File: src/rtl/uart_tx_pkg.sv
// Shared types and constants for the TileLink-UL UART transmitter.
// UART_TX_PARITY_EN adds the even-parity state to the TX FSM.
package uart_tx_pkg;

   typedef struct packed {
      logic [2:0]  a_opcode;
      logic [31:0] a_address;
      logic [31:0] a_data;
      logic [3:0]  a_mask;
      logic        a_valid;
   } tilelink_a;

   typedef struct packed {
      logic [2:0]  d_opcode;
      logic [31:0] d_data;
      logic        d_valid;
   } tilelink_d;

   typedef enum logic [2:0] {
      StIdle,
      StStart,
      StData,
`ifdef UART_TX_PARITY_EN
      StParity,
`endif
      StStop
   } tx_state_e;

   localparam logic [2:0] OpPutFullData    = 3'd0;
   localparam logic [2:0] OpPutPartialData = 3'd1;
   localparam logic [2:0] OpGet            = 3'd4;
   localparam logic [2:0] OpAccessAck      = 3'd0;
   localparam logic [2:0] OpAccessAckData  = 3'd1;

   localparam logic [1:0] RegTxData = 2'd0;
   localparam logic [1:0] RegStatus = 2'd1;

   localparam int unsigned StatEmpty    = 0;
   localparam int unsigned StatFull     = 1;
   localparam int unsigned StatActive   = 2;
   localparam int unsigned StatOverflow = 3;
   localparam int unsigned StatCountLsb = 8;

   function automatic logic even_parity(input logic [7:0] data);
      return ^data;
   endfunction

endpackage

File: src/rtl/sync_fifo.sv
// Synchronous FIFO with occupancy count; a push while full is accepted only
// when a pop happens in the same cycle.
module sync_fifo #(
   parameter int unsigned width = 8,
   parameter int unsigned depth = 8
) (
   input  logic                     clock,
   input  logic                     reset,
   input  logic                     push,
   input  logic                     pop,
   input  logic [width-1:0]         wdata,
   output logic [width-1:0]         rdata,
   output logic                     full,
   output logic                     empty,
   output logic [$clog2(depth):0]   count
);

   localparam int unsigned aw = $clog2(depth);

   logic [width-1:0] mem_q [depth];
   logic [aw-1:0]    wr_ptr_q, rd_ptr_q;
   logic [aw:0]      count_q;
   logic             do_push, do_pop;

   assign do_pop  = pop && !empty;
   assign do_push = push && (!full || do_pop);

   always_ff @(posedge clock) begin
      if (reset) begin
         wr_ptr_q <= '0;
         rd_ptr_q <= '0;
         count_q  <= '0;
      end else begin
         if (do_push) wr_ptr_q <= wr_ptr_q + aw'(1);
         if (do_pop)  rd_ptr_q <= rd_ptr_q + aw'(1);
         case ({do_push, do_pop})
            2'b10:   count_q <= count_q + (aw+1)'(1);
            2'b01:   count_q <= count_q - (aw+1)'(1);
            default: ;
         endcase
      end
   end

   always_ff @(posedge clock) begin
      if (do_push) mem_q[wr_ptr_q] <= wdata;
   end

   assign rdata = mem_q[rd_ptr_q];
   assign full  = (count_q == (aw+1)'(depth));
   assign empty = (count_q == '0);
   assign count = count_q;

endmodule

File: src/rtl/tilelink_uart_tx.sv
// TileLink-UL responder that queues written bytes and shifts them out as 8N1 UART frames.
// Defining UART_TX_PARITY_EN inserts an even-parity bit between data and stop.
module tilelink_uart_tx
   import uart_tx_pkg::*;
#(
   parameter logic [31:0] addr_mask    = 32'hF000_0000,
   parameter logic [31:0] addr_tag     = 32'h4000_0000,
   parameter int unsigned clks_per_bit = 4,
   parameter int unsigned fifo_depth   = 8
) (
   input  logic      clock,
   input  logic      tick_reset_in,
   input  tilelink_a tick_tla,
   output tilelink_d bus_tld,
   output logic      ser_tx,
   output logic      tx_busy
);

   localparam int unsigned cw       = $clog2(fifo_depth) + 1;
   localparam logic [15:0] bit_last = 16'(clks_per_bit - 1);

   logic          hit, is_put, is_get, push, pop, full, empty, overflow_q;
   logic [1:0]    offset;
   logic [7:0]    fifo_rdata, count8;
   logic [cw-1:0] count;
   logic [31:0]   status, rdata;
   tilelink_d     tld_q;
   tx_state_e     state_q;
   logic [15:0]   timer_q;
   logic [2:0]    bit_idx_q;
   logic [7:0]    shift_q;
   logic          ser_tx_q;
`ifdef UART_TX_PARITY_EN
   logic          parity_q;
`endif
   logic          unused_bits;

   assign unused_bits = ^{tick_tla.a_data[31:8], tick_tla.a_data[6:4], tick_tla.a_data[2:0],
                          tick_tla.a_mask[3:1]};

   assign hit    = tick_tla.a_valid && ((tick_tla.a_address & addr_mask) == addr_tag);
   assign offset = tick_tla.a_address[3:2];
   assign is_put = (tick_tla.a_opcode == OpPutFullData) ||
                   (tick_tla.a_opcode == OpPutPartialData);
   assign is_get = (tick_tla.a_opcode == OpGet);
   assign push   = hit && is_put && (offset == RegTxData) && tick_tla.a_mask[0];
   // Pop on an idle FIFO check or at the last stop-bit cycle so frames abut.
   assign pop    = !empty && ((state_q == StIdle) || ((state_q == StStop) && (timer_q == '0)));

   sync_fifo #(
      .width (8),
      .depth (fifo_depth)
   ) u_fifo (
      .clock (clock),
      .reset (tick_reset_in),
      .push  (push),
      .pop   (pop),
      .wdata (tick_tla.a_data[7:0]),
      .rdata (fifo_rdata),
      .full  (full),
      .empty (empty),
      .count (count)
   );

   assign count8 = 8'(count);

   always_comb begin
      status                        = '0;
      status[StatEmpty]             = empty;
      status[StatFull]              = full;
      status[StatActive]            = (state_q != StIdle);
      status[StatOverflow]          = overflow_q;
      status[StatCountLsb +: 8]     = count8;
      rdata = '0;
      if (is_get && (offset == RegStatus)) rdata = status;
   end

   always_ff @(posedge clock) begin
      if (tick_reset_in) begin
         tld_q <= '0;
      end else begin
         tld_q.d_valid  <= hit;
         tld_q.d_opcode <= (hit && is_get) ? OpAccessAckData : OpAccessAck;
         tld_q.d_data   <= hit ? rdata : '0;
      end
   end

   always_ff @(posedge clock) begin
      if (tick_reset_in) begin
         overflow_q <= 1'b0;
      end else if (push && full && !pop) begin
         overflow_q <= 1'b1;
      end else if (hit && is_put && (offset == RegStatus) && tick_tla.a_data[StatOverflow]) begin
         overflow_q <= 1'b0;
      end
   end

   always_ff @(posedge clock) begin
      if (tick_reset_in) begin
         state_q   <= StIdle;
         timer_q   <= '0;
         bit_idx_q <= '0;
         shift_q   <= '0;
         ser_tx_q  <= 1'b1;
`ifdef UART_TX_PARITY_EN
         parity_q  <= 1'b0;
`endif
      end else if (pop) begin
         state_q   <= StStart;
         timer_q   <= bit_last;
         bit_idx_q <= '0;
         shift_q   <= fifo_rdata;
         ser_tx_q  <= 1'b0;
`ifdef UART_TX_PARITY_EN
         parity_q  <= even_parity(fifo_rdata);
`endif
      end else if (state_q != StIdle) begin
         if (timer_q != '0) begin
            timer_q <= timer_q - 16'd1;
         end else begin
            timer_q <= bit_last;
            unique case (state_q)
               StStart: begin
                  ser_tx_q <= shift_q[0];
                  state_q  <= StData;
               end
               StData: begin
                  if (bit_idx_q == 3'd7) begin
                     bit_idx_q <= '0;
`ifdef UART_TX_PARITY_EN
                     ser_tx_q  <= parity_q;
                     state_q   <= StParity;
`else
                     ser_tx_q  <= 1'b1;
                     state_q   <= StStop;
`endif
                  end else begin
                     bit_idx_q <= bit_idx_q + 3'd1;
                     shift_q   <= {1'b0, shift_q[7:1]};
                     ser_tx_q  <= shift_q[1];
                  end
               end
`ifdef UART_TX_PARITY_EN
               StParity: begin
                  ser_tx_q <= 1'b1;
                  state_q  <= StStop;
               end
`endif
               StStop:  state_q <= StIdle;
               default: state_q <= StIdle;
            endcase
         end
      end
   end

   assign bus_tld = tld_q;
   assign ser_tx  = ser_tx_q;
   assign tx_busy = (state_q != StIdle) || !empty;

endmodule

File: config.mk
export PLATFORM = sky130hd
export DESIGN_NAME = tilelink_uart_tx
export DESIGN_NICKNAME = d
export VERILOG_FILES = /design/src/rtl/uart_tx_pkg.sv /design/src/rtl/sync_fifo.sv /design/src/rtl/tilelink_uart_tx.sv
export SDC_FILE = /design/constraint.sdc
export NUM_CORES = 1
export LEC_CHECK = 0
export ABC_AREA = 1
export CORE_MARGIN = 2
export CORE_UTILIZATION = 50
export DETAILED_ROUTE_END_ITERATION = 8
export PLACE_DENSITY = 0.9
export SLEW_MARGIN = 20
export SYNTH_ARGS = -nofsm -noshare
export SYNTH_HDL_FRONTEND = slang
export SYNTH_SLANG_ARGS = --single-unit
export TNS_END_PERCENT = 50
File: constraint.sdc
create_clock -name clock -period 2.7 [get_ports clock]
set_input_delay 0.405 -clock clock [delete_from_list [all_inputs] [get_ports clock]]
set_output_delay 0.405 -clock clock [all_outputs]
set_load 0.1 [all_outputs]
* Word-level counts from Yosys, hierarchy flattened
Memory sizes are Yosys's and may differ from the RTL's. A register that Yosys moved wholly into a read port is not among the register bits.
Cells that the tools add are included.
** Storage, ports and cells
- Register bits :: 78
- Memory bits (writable) :: 64
- Output and inout port bits :: 38
- Memories :: 1
** Operators by class
- Add/subtract/negate cells :: 6
- Equality and inequality tests :: 15
- Muxes and demuxes :: 27
- Bitwise gates (word level) :: 3
- Reduce and logical (&&, ||, !) cells :: 41
** Memory list
- u_fifo.mem_q :: depth 8, width 8, rd ports 1, clocked after Yosys merged registers in 1, write ports 1, line sync_fifo.sv:20 : logic [width-1:0] mem_q [depth];
** Operators with widths (count)
- 8-bit two-way mux :: 5
- 16-bit logical NOT :: 1
- 16-bit two-way mux :: 1
- 16-bit nonzero test :: 1
- 16-bit by 1-bit subtractor with 16-bit output, second input constant :: 1
- 1-bit logical AND :: 14
- 1-bit two-way mux :: 12
- 3-bit two-way mux :: 4
- 3-bit AND reduction :: 4
- 3-bit by 1-bit adder with 3-bit output, second input constant :: 3
- 4-bit case mux with 2 select lines :: 1
- 2-bit nonzero test :: 4
- 3-bit by 1-bit == test with 1-bit output, second input constant :: 2
- 3-bit by 2-bit == test with 1-bit output, second input constant :: 2
- 3-bit == test, second input constant :: 2
- 3-bit logical NOT :: 2
- 2-bit != test, second input constant :: 3
- 3-bit case mux with 2 select lines :: 1
- 3-bit nonzero test :: 2
- 4-bit by 1-bit adder with 4-bit output, second input constant :: 1
- 2-bit by 1-bit == test with 1-bit output, second input constant :: 2
- 4-bit by 3-bit == test with 1-bit output, second input constant :: 1
- 4-bit == test, second input constant :: 1
- 4-bit logical NOT :: 1
- other kinds (12) :: 21

* Longest topological paths before layout
Gate-level depths: netlist (run 1).
- Depth after elaboration :: 9
- Gate-level depth with buffers :: 16
- Gate-level depth less buffers :: 16

* Cells and area by module
A second synthesis (run 1) with hierarchy kept.
** Second synthesis, totals
- Cell total of the unflattened synthesis :: 577
- Area total of the unflattened synthesis :: 5445.2 µm²
** By module, submodules not included
- sync_fifo :: instances 1, cells each 260, area each 3216.8 µm², seq. area each 2182.1 µm²
- tilelink_uart_tx :: instances 1, cells each 317, area each 2228.4 µm², seq. area each 820.8 µm²

* Worst setup path after synthesis (run 1)
Ideal clock, no wire load.
- Path type :: input to register
- From :: in tick_tla[66] (netlist bit)
- To :: reg u_fifo.count_q[3], in the netlist u_fifo.count[3]
- Arrival time :: 2.121 ns
- Slack :: 0.465 ns
- Stages :: 13
- Buffers on the path :: 0
- Cell sequence :: or2_0 -> nor2_2 -> nand2_1 -> nor2_4 -> nand3b_2 -> inv_1 -> ha_1 -> a21oi_1 -> nand2_1 -> nand3_1 -> nand2_1 -> a21oi_1 -> nor2_1
** On the way
- Longest elaborated chain between the ends :: 8
- Elaborated cells between the ends (all ways) :: 10
** Ends and longest elaborated chain
- from (decl) :: line tilelink_uart_tx.sv:13 : input tilelink_a tick_tla,
- 4-bit by 3-bit == test with 1-bit output (*) :: line tilelink_uart_tx.sv:41 : assign hit = tick_tla.a_valid && ((tick_tla.a_address & addr_mask) == addr_tag);
- 1-bit logical AND (*) :: line tilelink_uart_tx.sv:41
- 1-bit logical AND (*) (3 in a row) :: line tilelink_uart_tx.sv:46 : assign push = hit && is_put && (offset == RegTxData) && tick_tla.a_mask[0];
- 1-bit logical AND (*) :: line sync_fifo.sv:26 : assign do_push = push && (!full || do_pop);
- 2-bit by 1-bit == test with 1-bit output or 2-bit == test (tied branches) :: line sync_fifo.sv:36 : case ({do_push, do_pop})
- 4-bit case mux with 2 select lines or 2-bit nonzero test (tied branches)
- to (signal assigned) :: line sync_fifo.sv:37 : 2'b10: count_q <= count_q + (aw+1)'(1);
- to (signal assigned) :: line sync_fifo.sv:38 : 2'b01: count_q <= count_q - (aw+1)'(1);
- to (decl) :: line sync_fifo.sv:22 : logic [aw:0] count_q;
Mark *: on every way between the ends. The rest lies on a longest branch, timed or not.
A chain may end at the register's enable or synchronous reset.

* Final worst setup path (run 1)
- From :: reg state_q[0]
- To :: out tx_busy
** On the way
- Longest elaborated chain between the ends :: 2
** Ends and longest elaborated chain
- from (decl) :: line tilelink_uart_tx.sv:28 : tx_state_e state_q;
- from (signal assigned) :: line tilelink_uart_tx.sv:100 : state_q <= StIdle;
- from (signal assigned) :: line tilelink_uart_tx.sv:109 : state_q <= StStart;
- from (signal assigned) :: line tilelink_uart_tx.sv:125 : state_q <= StData;
- 3-bit nonzero test :: line tilelink_uart_tx.sv:158 : assign tx_busy = (state_q != StIdle) || !empty;
- 1-bit logical OR :: line tilelink_uart_tx.sv:158
- to (decl) :: line tilelink_uart_tx.sv:16 : output logic tx_busy
Every way passes these cells.

==> flow_metrics.py, run 1 <==
metrics = {
    "cells_and_area": {
        "num-nets-final": 691,
        "num_antenna_cells": 0,
        "finalInstanceArea_sq_mm": 0.006223,
        "drive_gt1_share_pct": 12.32,
        "stdcell_count": 753,
        "syn_to_final_growth_pct": 17.78,
    },
    "floorplanning": {
        "io_pins": 112,
        "start_util_pct": 51.41,
        "die_y_um": 106.8,
        "dieArea_sq_mm": 0.01141,
        "coreArea_sq_mm": 0.01028,
        "rows": 37,
        "fp.dieW_um": 106.8,
    },
    "global_routing": {
        "grt_remaining_overflow": 0,
        "grt_max_degree": 33,
        "grt_usage_pct": 21.58,
        "grt_pass1_vias": 4092,
        "antenna_found_initial": 0,
        "grt_pass1_wl_mm": 18.75,
    },
    "clocking": {
        "hold_buffers": 0,
        "cts_root_buf": "clkbuf_8",
        "clk_path_buf_depth": 2,
        "clock_sinks": 118,
        "post_cts_buffers": 0,
        "path_clk_slew_ns": 0.06,
        "cts_htree_levels": 4,
        "cts_buffers": 17,
        "cts_resized": 0,
        "cts_tree": "done",
        "clock_latency_ns": 0.53,
    },
    "synthesis": {
        "synth_top_area_share_pct": 36.37,
        "ys_top_cells_by_count": "nand2_1, nor2_1, edfxtp_1",
        "synth.yosys.seq_area_share_pct": 56.83,
        "synth_area_sq_mm": 0.005284,
        "synth-async-reset-ratio_pct": 0,
        "yosysMostFrequentCell": "nand2_1",
        "ys_warn_count": 0,
        "yosysUniqueCellTypes": 39,
        "yosysTopAreaCell": "edfxtp_1",
        "syn-instance-count": 558,
        "avgSynthCellArea_sq_um": 9.469,
        "ys_ff_latch": 118,
        "ys.flop_type": "edfxtp_1",
        "ys_top_cells_by_area": "edfxtp_1, dfxtp_1, nand2_1",
        "synth_edf_count": 64,
    },
    "worst_setup_path": {
        "cp_slowest_cell": "dfxtp_1",
        "criticalPathCategory": "reg -> out",
        "cp_slowest_stage_delay_ns": 0.33,
        "worstPathRequired_ns": 2.30,
        "cp_top_family": "buffers and inverters",
        "critical-path-top-cell-by-count": "inv_1",
        "end_kind": "primary output",
        "path_cells": "inv_1 -> ha_1 -> inv_2 -> nor2_1 -> inv_1 -> buf_4",
        "arrival_ns": 2.11,
        "startpoint_type": "flop",
        "critPathMaxFanout": 8,
        "cp_num_buf_inv": 4,
    },
    "run": {
        "maxCapViolations": 0,
    },
    "drt": {
        "dr.pass1.iters": 6,
        "ant_nets": 0,
        "drc": 0,
        "vias": 4144,
        "routed_wirelength_mm": 11.65,
        "routed_via_density": 5.503,
        "post_drt_wl_per_cell_um": 15.47,
        "drt_iter0_markers": 523,
    },
    "timing": {
        "timing.final.ws_setup_ns": 0.1855,
        "fin_crit_sh_pct": 93.13,
        "fmax_mhz": 397.7,
        "report.final.slew_viol_count": 0,
        "max_slew_margin_pct": 46.79,
        "rsz0062_at_grt": "false",
        "clock_skew_ns": 0.007084,
        "setup_viol": 0,
        "period_minus_slack_ns": 2.515,
        "worstMarginPinSlew_ns": 0.7972,
        "hold_viol_final": 0,
        "whs_ns": 0.4475,
    },
    "pwr": {
        "p_comb_share_pct": 36.8,
        "p_total_mw": 7.016,
        "seqPwrFrac_pct": 31.8,
        "p_leak_nw": 2.452,
        "p_switching_mw": 2.776,
        "vdd_drop_max_v": 0.0005575,
        "power_density_mw_per_mm2": 1127,
        "switching_share_pct": 39.57,
        "p_clk_share_pct": 31.4,
        "p_int_mw": 4.240,
    },
    "placed_design": {
        "hpwl_mm": 7.121,
        "gp_congestion": 0.8065,
        "dp_slack_ns": -0.03494,
        "io_buffers": 32,
        "place_inst": 721,
        "dpl_cell_area_sq_mm": 0.005645,
    },
    "status": {
        "status": "finished, final reports clean",
    },
    "min_path": {
        "hp-class": "in -> reg",
    },
}
## cell usage in the layout (no fill, tap or decap), drive strengths merged
master / count
clkbuf: 18
conb: 26
buf: 25
inv: 31
nor2: 91
xnor2: 5
nand2: 105
o2111ai: 1
nor3: 16
clkinvlp: 3
o211ai: 1
clkinv: 8
clkdlybuf4s50: 20
fa: 1
o22ai: 7
a21boi: 2
nor2b: 1
or2: 3
nor3b: 1
o21ai: 51
xor2: 7
bufinv: 3
nand3: 30
edfxtp: 64
dfxtp: 54
a21oi: 28
nand3b: 1
nor4: 2
ha: 12
## power by group through the flow
stage,Clock (mW),Combinational [mW],Sequential [mW]
floorplan,0,2.05,2.25
global placement,0,2.32,2.25
detailed placement,0,2.46,2.26
CTS,2.21,2.54,2.23
global route,2.29,2.83,2.25
finish,2.20,2.58,2.23
## cells by family after synthesis
| kind of cell | synth area share (%) |
|---|---|
| DFF | 56.83 |
| buffers and inverters | 7.696 |
| adders and majority gates | 3.220 |
| xor gates and xnor gates | 1.989 |
| and+or+nand+nor | 21.00 |
| AOI/OAI and AO/OA | 9.188 |
| other | 0.07097 |
## per-stage QoR
stage,setup TNS [ns],util (%)
after global routing,0,60.56
after global placement,0,54.93
final,0,60.56
after floorplan,0,-
after CTS,0,60.56
after detailed placement,-0.03494,54.93
## flip-flops by register name, indices dropped and copies added, names as in the netlist, named ones only
name / count
u_fifo.count: 4
u_fifo.mem_q: 64
state_q: 2
shift_q: 8
bit_idx_q: 3
overflow_q: 1
bus_tld: 10
timer_q: 16
u_fifo.wr_ptr_q: 3
ser_tx: 1
u_fifo.rd_ptr_q: 3
## worst paths after layout
| check | slack, ns | to | cells past startpoint | start |
|---|---|---|---|---|
| hold reg to reg | 0.46 | bus_tld[4]$_SDFF_PP0_ | 2 | overflow_q$_SDFFE_PP0P_ |
| setup / recovery | 0.19 | tx_busy | 6 | state_q[0]$_SDFFE_PP0P_ |
| setup reg to reg | 0.25 | u_fifo.count[3]$_SDFFE_PP0P_ | 13 | state_q[1]$_SDFFE_PP0P_ |
| hold / removal | 0.45 | bus_tld[33]$_SDFF_PP0_ | 2 | tick_tla[69] |
## per-layer routing
metal / part of all wire, % / GRT usage, %
met1: 37 / 24.32
met2: 52 / 37.22
met3: 7.3 / 6.322
met4: 3.4 / 10.85
met5: 0 / 0
## cell type report
type / count / area, sq um
fill: 756 / 4054
inverter: 31 / 116.4
clock buffer: 18 / 417.9
tap: 136 / 170.2
multi-input combinational: 391 / 1968
timing repair buffer: 45 / 387.9
clock inverter: 14 / 160.2
sequential: 118 / 3003
Power figures use the tool's default switching activity.
==> inputs of run 2 (changes only) <==
CTS_BUF_LIST = sky130_fd_sc_hd__clkbuf_2 sky130_fd_sc_hd__clkbuf_4 sky130_fd_sc_hd__clkbuf_8   (was default)
==> run 2 against run 1 <==
Against the previous run:
- sequential share of layout area increased by 1.4 points
- flip-flop and latch count unchanged
- clock power decreased by 26%
- worst setup slack improved by 0.11 ns
- global-route usage decreased by 1.1 points
- via count decreased by 0.19%
- critical endpoint unchanged
==> flow_metrics.py, run 2 (synthesis results as in run 1) <==
metrics = {
    "cells_and_area": {
        "multi_input_area_sq_mm": 0.001968,
        "seq_area_sq_mm": 0.003003,
        "final_cell_mix": "nand2_1, nor2_1, edfxtp_1",
        "nFillCells": 792,
        "num_antenna_cells": 0,
        "finalInstanceArea_sq_mm": 0.006047,
        "regMostFlops": "u_fifo.mem_q",
        "final_common_cell": "nand2_1",
        "final_core_util_pct": 58.84,
        "stdcell_count": 753,
        "syn_to_final_growth_pct": 14.44,
        "num-nets-final": 691,
        "drive_gt1_share_pct": 12.48,
        "largest_register_ffs": 64,
    },
    "placed_design": {
        "io_buffers": 32,
        "dp_slack_ns": -0.03494,
        "place_inst": 721,
        "dpl_cell_area_sq_mm": 0.005645,
        "hpwl_mm": 7.121,
        "gp_congestion": 0.8065,
    },
    "worst_setup_path": {
        "end_kind": "primary output",
        "startpoint_type": "flop",
        "criticalPathCategory": "reg -> out",
        "arrival_ns": 2.00,
        "worstPathRequired_ns": 2.30,
        "critPathMaxFanout": 8,
        "crit_start": "state_q[1]$_SDFFE_PP0P_",
        "r2r-start": "state_q[1]$_SDFFE_PP0P_",
        "ff2ff_setup_slack_ns": 0.32,
    },
    "pwr": {
        "p_leak_nw": 2.373,
        "power_density_mw_per_mm2": 1064,
        "vdd_drop_max_v": 0.0005376,
    },
    "timing": {
        "period_minus_slack_ns": 2.407,
        "report.final.slew_viol_count": 0,
        "tns_ns": 0,
        "setup_viol": 0,
        "hold_viol_final": 0,
        "worstMarginPinSlew_ns": 0.7865,
        "max_slew_margin_pct": 47.51,
        "fmax_mhz": 415.4,
        "rsz0062_at_grt": "false",
        "clock_skew_ns": 0.01233,
        "timing.final.ws_setup_ns": 0.2926,
        "fin_crit_sh_pct": 89.16,
    },
    "floorplanning": {
        "rows": 37,
        "coreArea_sq_mm": 0.01028,
        "io_pins": 112,
        "start_util_pct": 51.41,
        "dieArea_sq_mm": 0.01141,
        "die_y_um": 106.8,
        "fp.dieW_um": 106.8,
    },
    "global_routing": {
        "grt_max_degree": 33,
        "grt_pass1_vias": 3969,
        "grt_usage_pct": 20.43,
        "antenna_found_initial": 0,
        "grt_remaining_overflow": 0,
        "grt_pass1_wl_mm": 18.11,
    },
    "status": {
        "status": "finished, final reports clean",
    },
    "min_path": {
        "worstHoldStart": "overflow_q$_SDFFE_PP0P_",
        "hp-class": "reg -> reg",
    },
    "clocking": {
        "clock_latency_ns": 0.44,
        "path_clk_slew_ns": 0.08,
        "cts_root_buf": "clkbuf_8",
        "hold_buffers": 0,
        "clk_path_buf_depth": 2,
        "cts_htree_levels": 4,
        "cts_buffers": 17,
        "cts_tree": "done",
        "clock_sinks": 118,
        "cts_resized": 0,
        "post_cts_buffers": 0,
    },
    "drt": {
        "drc": 0,
        "post_drt_wl_per_cell_um": 14.85,
        "routed_via_density": 5.493,
        "dr.pass1.iters": 7,
        "routed_wirelength_mm": 11.18,
        "vias": 4136,
        "drt_iter0_markers": 544,
        "ant_nets": 0,
    },
    "run": {
        "maxCapViolations": 0,
    },
}
==> run 2: layout make-up <==
cell class,count,area share [%]
inverters,31,1.924
clock buffers,18,3.993
flip-flops and latches,118,49.66
well taps,136,2.814
clock inverters,14,2.648
repair buffers,45,6.414
multi-input cells,391,32.55
==> run 2: report_power, final <==
part,switching [mW],internal [mW]
clock network,0.723,0.911
registers,0.163,2.07
logic,1.79,0.779
==> run 2: path summary, 6_finish.rpt <==
kind	to	cells after the start
hold / removal	bus_tld[4]$_SDFF_PP0_	2
hold reg to reg	bus_tld[4]$_SDFF_PP0_	2
setup reg to reg	u_fifo.count[3]$_SDFFE_PP0P_	13
setup / recovery	tx_busy	6
==> run 2: critical path, cell delays in order (launching register included) <==
cell     delay [ns]
dfxtp_1        0.35
inv_1          0.10
ha_1           0.33
inv_2          0.18
nor2_1         0.22
inv_1          0.12
buf_4          0.25
==> run 2: stage by stage <==
step | hold slack (ns) | total power [mW]
floorplan | 0.4048 | 4.300
global placement | 0.4138 | 4.569
detailed placement | 0.4339 | 4.718
CTS | 0.4584 | 6.399
global route | 0.4622 | 6.796
finish | 0.4587 | 6.434
==> run 2: routing by layer <==
metal  vias up  global-route usage (%)  wire length (um)
li1       1917                       -                 -
met4         0                   9.926               371
met1      1974                   23.33              4347
met5         -                       0                 0
met3        39                   5.775               704
met2       206                   35.21              5756
==> inputs of run 3 (changes only) <==
PLACE_DENSITY = 0.85   (was 0.9)
==> run 3 against run 2 <==
Against the previous run:
- utilization down 0.23 points
- largest power group unchanged
- worst setup slack better by 0.034 ns
- clock skew down 0.0022 ns
- sequential share of layout area up 0.20 points
- via count down 5.9%
- final area down 0.39%
- combinational power down 4%
- clock-buffer cell count down 1
- maximum frequency up 1.4%
- die area unchanged
- register-to-register slack better by 0.07 ns
==> flow_metrics.py, run 3 (synthesis results as in run 1) <==
metrics = {
    "clocking": {
        "path_clk_slew_ns": 0.07,
        "post_cts_buffers": 0,
        "clock_sinks": 118,
        "clk_path_buf_depth": 2,
        "cts_buffers": 17,
        "clock_latency_ns": 0.45,
        "cts_htree_levels": 4,
        "hold_buffers": 0,
        "cts_tree": "done",
        "cts_root_buf": "clkbuf_8",
        "cts_resized": 0,
    },
    "worst_setup_path": {
        "critPathMaxFanout": 8,
        "critical-path-top-cell-by-count": "inv_1",
        "cp_top_family": "buffers and inverters",
        "reg2reg_depth": 13,
        "cp_num_cells": 6,
        "endpoint": "tx_busy",
        "r2r-start": "state_q[0]$_SDFFE_PP0P_",
        "cp_num_buf_inv": 4,
        "path_cells": "inv_1 -> ha_1 -> inv_2 -> nor2_1 -> inv_1 -> buf_4",
        "cp_slowest_stage_delay_ns": 0.37,
        "arrival_ns": 1.97,
        "ff2ff_setup_slack_ns": 0.39,
        "worstPathRequired_ns": 2.30,
        "end_kind": "primary output",
        "rr_endpoint": "u_fifo.count[3]$_SDFFE_PP0P_",
        "startpoint_type": "flop",
        "cp_slowest_cell": "dfxtp_1",
        "crit_start": "state_q[0]$_SDFFE_PP0P_",
        "criticalPathCategory": "reg -> out",
    },
    "timing": {
        "setup_viol": 0,
        "max_slew_margin_pct": 44.18,
        "rsz0062_at_grt": "false",
        "fin_crit_sh_pct": 87.91,
        "clock_skew_ns": 0.01009,
        "tns_ns": 0,
        "worstMarginPinSlew_ns": 0.8363,
        "fmax_mhz": 421.3,
        "whs_ns": 0.4624,
        "hold_viol_final": 0,
        "report.final.slew_viol_count": 0,
        "period_minus_slack_ns": 2.374,
    },
    "placed_design": {
        "dpl_cell_area_sq_mm": 0.005645,
        "io_buffers": 32,
        "hpwl_mm": 6.930,
        "gp_congestion": 0.8018,
    },
    "drt": {
        "drt_iter0_markers": 290,
        "routed_wirelength_mm": 10.23,
        "vias": 3892,
        "ant_nets": 0,
        "drc": 0,
        "dr.pass1.iters": 5,
        "post_drt_wl_per_cell_um": 13.59,
        "routed_via_density": 5.169,
    },
    "cells_and_area": {
        "final_core_util_pct": 58.61,
        "largest_register_ffs": 64,
        "final_cell_mix": "nand2_1, nor2_1, edfxtp_1",
        "num-nets-final": 691,
        "finalInstanceArea_sq_mm": 0.006023,
        "num_antenna_cells": 0,
        "final_common_cell": "nand2_1",
        "nFillCells": 780,
        "syn_to_final_growth_pct": 13.99,
        "regMostFlops": "u_fifo.mem_q",
        "drive_gt1_share_pct": 12.97,
    },
    "global_routing": {
        "grt_remaining_overflow": 0,
        "grt_usage_pct": 19.26,
        "grt_max_degree": 33,
        "grt_pass1_wl_mm": 16.75,
        "grt_pass1_vias": 3718,
        "antenna_found_initial": 0,
    },
    "floorplanning": {
        "dieArea_sq_mm": 0.01141,
        "coreArea_sq_mm": 0.01028,
        "start_util_pct": 51.41,
        "fp.dieW_um": 106.8,
        "rows": 37,
        "die_y_um": 106.8,
        "io_pins": 112,
    },
    "status": {
        "status": "finished, final reports clean",
    },
    "run": {
        "maxCapViolations": 0,
    },
    "pwr": {
        "p_clk_share_pct": 24.3,
        "power_density_mw_per_mm2": 1027,
        "switching_share_pct": 42.19,
        "p_int_mw": 3.577,
        "p_comb_share_pct": 39.8,
        "vdd_drop_max_v": 0.0004787,
        "p_switching_mw": 2.610,
        "seqPwrFrac_pct": 35.9,
        "p_leak_nw": 2.359,
    },
    "min_path": {
        "hp-class": "reg -> reg",
    },
}
[run 3: cell types whose count changed in the layout (fill, tap and decap cells not counted), sizes merged]
| cell | previous run | this run |
|---|---|---|
| clkinv | 8 | 3 |
| bufinv | 3 | 1 |
| inv | 31 | 38 |
| clkinvlp | 3 | 4 |
| clkbuf | 18 | 17 |
[run 3: area by class of cell]
type | instances | area, sq um | share of cell area [%]
clock buffer | 17 | 234.0 | 3.884
clock inverter | 15 | 143.9 | 2.389
inverter | 31 | 116.4 | 1.932
multi-input combinational | 391 | 1968 | 32.68
sequential | 118 | 3003 | 49.85
tap | 136 | 170.2 | 2.825
timing repair buffer | 45 | 387.9 | 6.440
[run 3: per-stage QoR]
step	setup WS, ns	cells	power [mW]
4_1_cts	0.3211	753	6.196
3_3_place_gp	0.1498	721	4.576
5_1_grt	0.1466	753	6.608
2_1_floorplan	0.4645	583	4.300
6_report	0.3265	753	6.187
3_5_place_dp	0.08059	721	4.671
[run 3: worst min-delay path by stage]
stage	end	from	cells past startpoint
2_1_floorplan	bus_tld[4]$_SDFF_PP0_	overflow_q$_SDFFE_PP0P_	2
3_3_place_gp	bus_tld[4]$_SDFF_PP0_	overflow_q$_SDFFE_PP0P_	2
3_5_place_dp	bus_tld[4]$_SDFF_PP0_	overflow_q$_SDFFE_PP0P_	2
4_1_cts	bus_tld[4]$_SDFF_PP0_	overflow_q$_SDFFE_PP0P_	2
5_1_grt	bus_tld[4]$_SDFF_PP0_	overflow_q$_SDFFE_PP0P_	2
6_report	bus_tld[4]$_SDFF_PP0_	overflow_q$_SDFFE_PP0P_	2
[run 3: worst min-delay path: stages (launching register included)]
cell and delay (ns):
dfxtp_1 0.32, inv_1 0.06, nor2_1 0.04
[run 3: power groups by stage]
stage / Sequential [mW] / Combinational, mW / Clock, mW
finish: 2.22 / 2.46 / 1.50
global route: 2.25 / 2.76 / 1.60
CTS: 2.22 / 2.45 / 1.53
detailed placement: 2.26 / 2.41 / 0
global placement: 2.25 / 2.33 / 0
floorplan: 2.25 / 2.05 / 0
[run 3: routing by layer]
layer  part of all wire [%]  vias up  routed length, um  global-route usage, %
met2                     51      133               5200                  33.26
li1                       -     1914                  -                      -
met4                    2.8        0                288                  9.833
met3                    5.8       26                594                  5.653
met1                     41     1819               4149                  21.58
met5                      0        -                  0                      0
